`src/rtl/cdc_4phase_tx.sv`:
```
// cdc_4phase_tx: transmit side of a 4-phase req/ack clock-domain crossing.
// A word accepted on the valid/ready handshake is registered onto async_data_o.
// async_req_o is then raised and held until the synchronized acknowledge rises.
// The block returns to IDLE once the acknowledge has fallen again.
//
// Integrator note: reset aborts an in-flight transfer silently. No completion
// is signalled for that transfer. The remote receiver must be reset in the
// same reset window, so that both sides restart from req = ack = 0.
module cdc_4phase_tx #(
  parameter int DATA_WIDTH  = 32,
  parameter int SYNC_STAGES = 2
) (
  input  logic                  clk_i,
  input  logic                  rst_i,
  input  logic                  valid_i,
  output logic                  ready_o,
  input  logic [DATA_WIDTH-1:0] data_i,
  output logic                  async_req_o,
  output logic [DATA_WIDTH-1:0] async_data_o,
  input  logic                  async_ack_i,
  output logic                  busy_o
);

  typedef enum logic [1:0] {
    IDLE,
    WAIT_ACK_HI,
    WAIT_ACK_LO
  } state_t;

  // Reject parameter values the datapath cannot be built with.
  generate
    if (SYNC_STAGES < 2) begin : g_bad_sync_stages
      $error("cdc_4phase_tx: SYNC_STAGES must be at least 2");
    end
    if (DATA_WIDTH < 1) begin : g_bad_data_width
      $error("cdc_4phase_tx: DATA_WIDTH must be at least 1");
    end
  endgenerate

  state_t                  state_q, state_d;
  logic [SYNC_STAGES-1:0]  sync_q, sync_d;
  logic                    req_q, req_d;
  logic [DATA_WIDTH-1:0]   data_q, data_d;
  logic                    ack_s;
  logic                    accept;

  // The synchronizer is the only logic that samples async_ack_i.
  always_comb begin
    sync_d = {sync_q[SYNC_STAGES-2:0], async_ack_i};
  end

  // ready_o is held low during reset, while busy, and while a stale ack is still high.
  always_comb begin
    ack_s   = sync_q[SYNC_STAGES-1];
    ready_o = !rst_i && (state_q == IDLE) && !ack_s;
    accept  = valid_i && ready_o;
    busy_o  = (state_q != IDLE);
  end

  // Handshake FSM: accept a word, raise req, wait for ack high, drop req, wait for ack low.
  always_comb begin
    state_d = state_q;
    req_d   = req_q;
    data_d  = data_q;
    unique case (state_q)
      IDLE: begin
        if (accept) begin
          data_d  = data_i;
          req_d   = 1'b1;
          state_d = WAIT_ACK_HI;
        end
      end
      WAIT_ACK_HI: begin
        if (ack_s) begin
          req_d   = 1'b0;
          state_d = WAIT_ACK_LO;
        end
      end
      WAIT_ACK_LO: begin
        if (!ack_s) begin
          state_d = IDLE;
        end
      end
      default: begin
        state_d = IDLE;
        req_d   = 1'b0;
      end
    endcase
  end

  // All state, including the outputs driven straight from flops, is cleared by synchronous reset.
  always_ff @(posedge clk_i) begin
    if (rst_i) begin
      state_q <= IDLE;
      sync_q  <= '0;
      req_q   <= 1'b0;
      data_q  <= '0;
    end else begin
      state_q <= state_d;
      sync_q  <= sync_d;
      req_q   <= req_d;
      data_q  <= data_d;
    end
  end

  assign async_req_o  = req_q;
  assign async_data_o = data_q;

endmodule

```
`config.mk`:
```
export PLATFORM = sky130hd
export DESIGN_NAME = cdc_4phase_tx
export DESIGN_NICKNAME = d
export VERILOG_FILES = /design/src/rtl/cdc_4phase_tx.sv
export SDC_FILE = /design/constraint.sdc
export NUM_CORES = 1
export LEC_CHECK = 0
export CAP_MARGIN = 5
export CELL_PAD_IN_SITES_DETAIL_PLACEMENT = 0
export CELL_PAD_IN_SITES_GLOBAL_PLACEMENT = 1
export CORE_MARGIN = 2
export CORE_UTILIZATION = 31
export DETAILED_ROUTE_END_ITERATION = 6
export PLACE_DENSITY = 0.86
export REMOVE_ABC_BUFFERS = 1
export SYNTH_ARGS = -nofsm -noshare
export SYNTH_HDL_FRONTEND = slang
export SYNTH_SLANG_ARGS = --single-unit
```
`constraint.sdc`:
```
create_clock -name clk_i -period 1.4 [get_ports clk_i]
set_input_delay 0.28 -clock clk_i [delete_from_list [all_inputs] [get_ports clk_i]]
set_output_delay 0.28 -clock clk_i [all_outputs]
set_load 0.05 [all_outputs]
```
==> flow_summary.toml, run 1 <==
[run_status]
outcome = "complete, but fails checks"
violations = "setup timing"

[yosys]
synth_top_cell_by_area = "dfxtp_1"
synth.avg_cell_area_um2 = 10.5
netlist_area_mm2 = 0.00162
ys_warn_count = 0
ys_types = 14
synth_cells = 155
synthTopCellsByArea = "dfxtp_1 46%, nand2b_1 25%, mux2i_1 20%"
ys_seq_area_share_pct = 45.7
yosysTopAreaCellShare_pct = 45.7
synth_seq_cells = 37

[final_layout]
fin_cells = 306
fin_area_mm2 = 0.00297
final_core_util_pct = 58.6
drive_gt1_share_pct = 26.3
diodes = 0
nets = 272
syn_to_final_growth_pct = 83.3

[placed_design]
dp_cells = 290
placed_area_mm2 = 0.00275
port_buffers = 70
place.gp.congestion = 0.661
post-place-ws_ps = -221
hpwl_mm = 2.40

[clocking]
cts.sinks = 37
cts_buffer_depth = 2
holdBufCountCts = 0
cts_tree = "built"
numCtsBuffers = 5
cts_root_buf = "clkbuf_8"
insertion_delay_ps = 270
htree_levels = 2
clk_pin_slew_worst_paths_ps = 70

[global_routing]
groute.usage.overall_pct = 12.3
grt_pass1_wl_mm = 5.89
antenna_found_initial = 0
grt_pass1_vias = 1334
grt_start_max_net_pins = 40
grt_overflow = 0

[pwr]
pwr-share-clk_pct = 25.5
combPwrFrac_pct = 32.5
power.total_mw = 2.87
p_sw_share_pct = 29.1
p_switching_mw = 0.835
peakVddDrop_uv = 502
leakage_nw = 1.17
p_seq_share_pct = 42.0
p_per_area_mw_per_mm2 = 964
p_int_mw = 2.03

[sta]
fin_ws_ps = -41.8
finalSetupTns_ps = -41.8
max_freq_mhz = 694
period_needed_ps = 1440
clock_skew_ps = 2.29
hold_viol = 0
finalMaxSlewViolations = 0
finalSetupViolations = 1
post-route-period-util_pct = 103
tightestPinTransition_ps = 270
relSlewSlack_pct = 82.0
hold_slack_ps = 443
rsz0062_at_grt = "true"

[floorplanning]
core.rowCount = 26
die_h_um = 76.3
fp.dieW_um = 76.3
ioPinCount = 71
dieArea_mm2 = 0.00583
start_util_pct = 32.0
core_area_mm2 = 0.00507

[critical_path]
cp_max_fo = 4
cp_num_cells = 3
cp_data_arrival_time_ps = 1160
crit_chain = "nor4_4 -> buf_4 -> buf_12"
reg2reg_depth = 5
cp_slowest_cell = "dfxtp_4"
worst-path-buf-inv = 2
cp_slowest_stage_delay_ps = 360
critPathKind = "flop to primary output"
end_kind = "primary output"
required_ps = 1120
cp-start-kind = "flop"
critPathTopFamily = "flip-flops"

[detailed_routing]
firstDrtPassIters = 4
drt_wl_total_mm = 3.69
avgViaCountPerCell = 4.26
drtIter0Drc = 22
ant_nets = 0
vias = 1304
drc = 0
wire_per_inst_um = 12.0

[hold_path]
hold_depth = 1
hold_class = "flop to flop"

[run]
max_cap_viol_count = 0
[registers in the layout, indices dropped and copies added (netlist names)]
register / count
state_q: 2
async_req_o: 1
async_data_o: 32
sync_q: 2
[cell usage in the layout, fill, tap and decap left out, types with 2 or more instances in the layout]
master,instances
buf_4,8
clkbuf_16,2
dfxtp_1,34
dfxtp_4,2
mux2i_1,32
clkdlybuf4s50_1,34
buf_12,36
buf_6,2
nor2b_1,2
nand2b_1,64
nor3b_1,2
clkbuf_8,6
[synthesized netlist by cell type]
cell and count:
nor3b_1 2, mux2i_1 32, nor4b_1 1, clkbuf_1 7
or2_2 1, nor4b_4 1, xnor2_1 1, nand2b_1 64
a211o_1 1, nor2_1 1, nor4_1 2, buf_6 3
dfxtp_1 37, nor2b_1 2
[layout make-up]
cell class / instances / area [µm²]
Fill cell: 429 / 2100
Timing Repair Buffer: 84 / 1210
Multi-Input combinational cell: 108 / 836
Sequential cell: 37 / 749
Tap cell: 70 / 87.6
Clock buffer: 7 / 86.3
[cell families (layout without fill, tap and decap cells)]
group                     count (synthesis)  in the layout  share of synthesized area [%]
and+or+nand+nor                          74             74                           29.8
AOI/OAI and AO/OA                         1              1                          0.540
muxes                                    32             32                           19.8
DFF                                      37             37                           45.7
xor gates and xnor gates                  1              1                          0.540
buffers and inverters                    10             91                           3.70
[power groups by stage]
| stage | clock network (mW) | registers [mW] | logic, mW |
|---|---|---|---|
| floorplan | 0 | 1.42 | 0.194 |
| global placement | 0 | 1.23 | 0.869 |
| detailed placement | 0 | 1.23 | 0.876 |
| CTS | 0.756 | 1.21 | 0.887 |
| global route | 0.789 | 1.21 | 0.974 |
| finish | 0.731 | 1.20 | 0.931 |
[path summary, 6_finish.rpt]
path | from | to | slack, ps
setup reg to reg | state_q[0] | async_data_o[7] | 30
hold reg to reg | sync_q[0] | sync_q[1] | 440
hold / removal | sync_q[0] | sync_q[1] | 440
setup / recovery | state_q[0] | ready_o | -40
[timing repair]
| action | in CTS | in global routing |
|---|---|---|
| pin swaps | 1 | 2 |
| gates resized for setup | 6 | 7 |
| cloned | 0 | 3 |
| endpoints found under the setup margin | 2 | 34 |
| buffers inserted | 4 | 2 |
[routing by layer]
layer,GRT usage (%),vias up,routed length [µm]
met4,3.27,0,27
li1,-,662,-
met3,5.21,5,219
met1,13.7,600,1650
met5,0,-,0
met2,21.5,37,1790
Power figures use the tool's default switching activity.
==> inputs of run 2 (changes only) <==
- CTS_CLUSTER_DIAMETER: not set -> 50
- GPL_TIMING_DRIVEN: not set -> 0
- SLEW_MARGIN: not set -> 20
==> run 2 against run 1 <==
- the run still ends with setup timing left
- setup slack better by 15 ps
- flip-flop and latch count unchanged
- combinational power fell by 17%
- die area is the same
- cell count stayed put
- global-route usage up 0.73 points
- total power decreased by 7.7%
- count of clock-buffer cells in the layout is 1 lower
- sequential share of layout area grew 2.8 points
- clock power is 3.1% lower
- worst hold slack worse by 160 ps
- critical path type unchanged
- highest routed layer unchanged
==> flow_summary.toml, run 2 (synthesized netlist as in run 1, its figures left out) <==
[run_status]
outcome = "complete, but fails checks"
violations = "setup timing"

[detailed_routing]
vias = 1284
ant_nets = 0
drc = 0
firstDrtPassIters = 3
wire_per_inst_um = 11.5
drtIter0Drc = 30
avgViaCountPerCell = 4.20
drt_wl_total_mm = 3.52

[critical_path]
reg2reg_slack_ps = 80
required_ps = 1120
cp_data_arrival_time_ps = 1150
cp_max_fo = 5
critPathKind = "flop to primary output"
end_kind = "primary output"
cp-start-kind = "flop"

[clocking]
numCtsBuffers = 5
clk_pin_slew_worst_paths_ps = 70
cts_buffer_depth = 2
insertion_delay_ps = 280
cts_root_buf = "clkbuf_8"
holdBufCountCts = 0
cts.sinks = 37
htree_levels = 2
cts_tree = "built"

[global_routing]
grt_start_max_net_pins = 30
antenna_found_initial = 0
grt_overflow = 0
grt_pass1_wl_mm = 6.13
grt_pass1_vias = 1306
groute.usage.overall_pct = 13.0

[sta]
max_freq_mhz = 701
finalSetupViolations = 1
clock_skew_ps = 4.12
fin_ws_ps = -26.5
relSlewSlack_pct = 77.9
finalMaxSlewViolations = 0
period_needed_ps = 1430
tightestPinTransition_ps = 329
hold_viol = 0
post-route-period-util_pct = 102
rsz0062_at_grt = "true"

[final_layout]
nets = 271
diodes = 0
fin_cells = 306
final_common_cell = "nand2b_1"
syn_to_final_growth_pct = 65.0
num-fill-cells = 477
largest_reg_flops = 32
final_cell_mix = "64 x nand2b_1, 34 x dfxtp_1, 33 x clkdlybuf4s50_1, 32 x mux2i_1, 31 x clkdlybuf4s15_2"
drive_gt1_share_pct = 26.3

[floorplanning]
dieArea_mm2 = 0.00583
start_util_pct = 32.0
die_h_um = 76.3
fp.dieW_um = 76.3
core.rowCount = 26
core_area_mm2 = 0.00507
ioPinCount = 71

[hold_path]
hold_class = "primary input to flop"

[run]
max_cap_viol_count = 0

[pwr]
leakage_nw = 1.04
power.total_mw = 2.64
p_per_area_mw_per_mm2 = 988
peakVddDrop_uv = 380

[placed_design]
place.gp.congestion = 0.717
dp_cells = 289
port_buffers = 70
hpwl_mm = 2.23
[run 2: cell types whose count changed in the layout (fill, tap and decap cells not counted), sizes merged]
cell	previous run	this run
buf	48	14
bufbuf	0	1
clkdlybuf4s15	0	31
clkdlybuf4s50	34	33
clkinv	0	2
dlymetal6s2s	0	1
[run 2: metal layers]
layer / vias up / wire (µm) / track usage [%]
met5: - / 0 / 0
met4: 0 / 10 / 3.82
met3: 2 / 238 / 5.21
met2: 41 / 1700 / 21.4
met1: 578 / 1570 / 15.7
li1: 663 / - / -
[run 2: final timing paths]
path,startpoint,to,depth (start not counted)
worst max-delay path,state_q[0],ready_o,2
worst min-delay path,valid_i,async_req_o,2
worst max register to register,state_q[0],async_data_o[16],4
worst min register to register,sync_q[0],sync_q[1],1
[run 2: final cells by class]
class                      count  area, µm²  area share, %
clock buffer                   6       72.6           2.71
tap                           70       87.6           3.27
multi-input combinational    108        836           31.2
timing repair buffer          83        921           34.4
sequential                    37        749           28.0
clock inverter                 2       10.0          0.374
[run 2: timing repair]
| action | in CTS | in global routing |
|---|---|---|
| setup endpoints to repair | 67 | 29 |
| buffers inserted | 7 | 0 |
| gates resized for setup | 122 | 7 |
| pin swaps | 1 | 1 |
| gates cloned | 1 | 1 |
[run 2: report_power, final]
group	internal, mW	total [mW]	switching, mW
Combinational	0.362	0.769	0.407
Clock	0.345	0.708	0.363
Sequential	1.12	1.17	0.0435
[run 2: metrics by stage]
stage	hold slack, ps	instance area [µm²]	setup WS, ps	TNS (ps)	util, %
final	286	2680	-26.5	-26.5	52.7
after global routing	289	2680	-73.3	-164	52.7
after CTS	375	2650	-51.0	-62.3	52.1
after detailed placement	424	2400	-746	-19120	47.3
after global placement	418	2350	-2120	-66610	46.3
after floorplan	352	1560	-924	-30940	-
[run 2: critical path: stages, from the launching register on]
cell and delay [ps]:
dfxtp_4 370, nor4_4 290, buf_6 200
==> inputs of run 3 (changes only) <==
- CTS_CLUSTER_DIAMETER: 50 -> not set
- clock period: 1.4 -> 1.6 ns (I/O delays scaled with it)
==> run 3 against run 2 <==
- the flow now finishes without violations
- sequential power shrank 13%
- global-route usage shrank 1.1 points
- critical path type unchanged
- highest routed layer unchanged
- utilization shrank 3.9 points
- sequential share of layout area grew 1.9 points
- die area is the same
- count of clock-buffer cells in the layout is the same
- largest power group unchanged
==> flow_summary.toml, run 3 (synthesized netlist as in run 1, its figures left out) <==
[run_status]
outcome = "finished, final reports clean"

[clocking]
numCtsBuffers = 5
cts.sinks = 37
cts_buffer_depth = 2
cts_tree = "built"
clk_pin_slew_worst_paths_ps = 70
cts_root_buf = "clkbuf_8"
insertion_delay_ps = 280
htree_levels = 2

[detailed_routing]
drc = 0
ant_nets = 0
wire_per_inst_um = 10.7
drtIter0Drc = 47
firstDrtPassIters = 4
vias = 1262
avgViaCountPerCell = 4.21
drt_wl_total_mm = 3.20

[global_routing]
antenna_found_initial = 0
groute.usage.overall_pct = 11.9
grt_pass1_vias = 1208
grt_start_max_net_pins = 58
use_met2_pct = 18.8
grt.busiest_layer = "met2"
grt_pass1_wl_mm = 5.63
grtUsageMet1_pct = 14.3
grt_overflow = 0
gr-usage-met3_pct = 5.21

[critical_path]
required_ps = 1280
cp-start-kind = "flop"
cp_num_cells = 2
cp_data_arrival_time_ps = 1210
cp_slowest_cell = "dfxtp_1"
critPathTopFamily = "flip-flops"
end_kind = "primary output"
cp_max_fo = 6
crit_chain = "or2_2 -> buf_2"
cp_slowest_stage_delay_ps = 520
critPathKind = "flop to primary output"
reg2reg_depth = 4
worst-path-buf-inv = 1

[sta]
max_freq_mhz = 652
finalMaxSlewViolations = 0
hold_viol = 0
post-route-period-util_pct = 95.9
fin_ws_ps = 65.4
relSlewSlack_pct = 66.2
tightestPinTransition_ps = 509
finalSetupViolations = 0
clock_skew_ps = 3.84
period_needed_ps = 1530

[final_layout]
num-fill-cells = 513
nets = 265
syn_to_final_growth_pct = 52.7
diodes = 0
final_cell_mix = "64 x nand2b_1, 37 x dfxtp_1, 34 x clkdlybuf4s50_1, 33 x dlygate4sd2_1, 32 x mux2i_1"
drive_gt1_share_pct = 8.70
register_area_um2 = 741
fin_cells = 300
largest_reg_flops = 32
final_common_cell = "nand2b_1"
multi_input_area_um2 = 836

[placed_design]
port_buffers = 70
post-place-ws_ps = -586
dp_cells = 289
hpwl_mm = 2.23
place.gp.congestion = 0.717

[floorplanning]
dieArea_mm2 = 0.00583
fp.dieW_um = 76.3
core_area_mm2 = 0.00507
ioPinCount = 71
start_util_pct = 32.0
core.rowCount = 26
die_h_um = 76.3

[pwr]
leakage_nw = 1.09
peakVddDrop_uv = 332
p_per_area_mw_per_mm2 = 904

[run]
max_cap_viol_count = 0

[hold_path]
hold_class = "primary input to flop"
hold_depth = 3
-- run 3: final timing paths --
kind              start               end  slack, ps
max reg2reg  state_q[0]  async_data_o[18]        160
min               rst_i   async_data_o[3]        440
max          state_q[0]            busy_o         70
min reg2reg   sync_q[0]         sync_q[1]        440
-- run 3: area by class of cell --
cell class,count,area share [%]
multi-input combinational,108,33.8
sequential,37,29.9
timing repair buffer,77,29.5
tap,70,3.54
clock buffer,6,2.93
clock inverter,2,0.404
-- run 3: metrics by stage --
step	instance area, µm²	setup TNS [ps]	hold WS, ps	util (%)	total power, mW
after floorplan	1560	-24180	392	-	1.42
after global placement	2350	-60350	418	46.3	1.67
after detailed placement	2400	-13640	424	47.3	1.68
after CTS	2450	-15.4	443	48.3	2.28
after global routing	2480	-3.23	460	48.8	2.37
final	2480	0	436	48.8	2.24
-- run 3: power breakdown --
| part | internal (mW) | switching, mW | total [mW] | leakage, nW |
|---|---|---|---|---|
| logic | 0.253 | 0.345 | 0.599 | 0.738 |
| registers | 0.985 | 0.0355 | 1.02 | 0.304 |
| clock network | 0.302 | 0.317 | 0.619 | 0.0450 |
| total | 1.54 | 0.698 | 2.24 | 1.09 |
-- run 3: layer usage --
metal,routed length [µm],up-vias,share of wire [%]
met5,0,-,0
met4,17,0,0.53
met3,227,2,7.1
met2,1520,38,47
met1,1440,570,45
li1,-,652,-
-- run 3: what timing repair did --
| item | 4_1_cts | 5_1_grt |
|---|---|---|
| setup buffers | 2 | 1 |
| pin swaps | 0 | 1 |
| endpoints found under the setup margin | 61 | 3 |
| endpoints found under the hold margin | 0 | 0 |
| resized for setup | 46 | 3 |
| hold buffers | 0 | 0 |
-- run 3: worst register-to-register path: cells and delay by family (launching register included) --
family	cells	cell delay (ps)
buffers and inverters	2	390
flip-flops	1	400
multiplexers	1	190
AND/OR/NAND/NOR	1	390
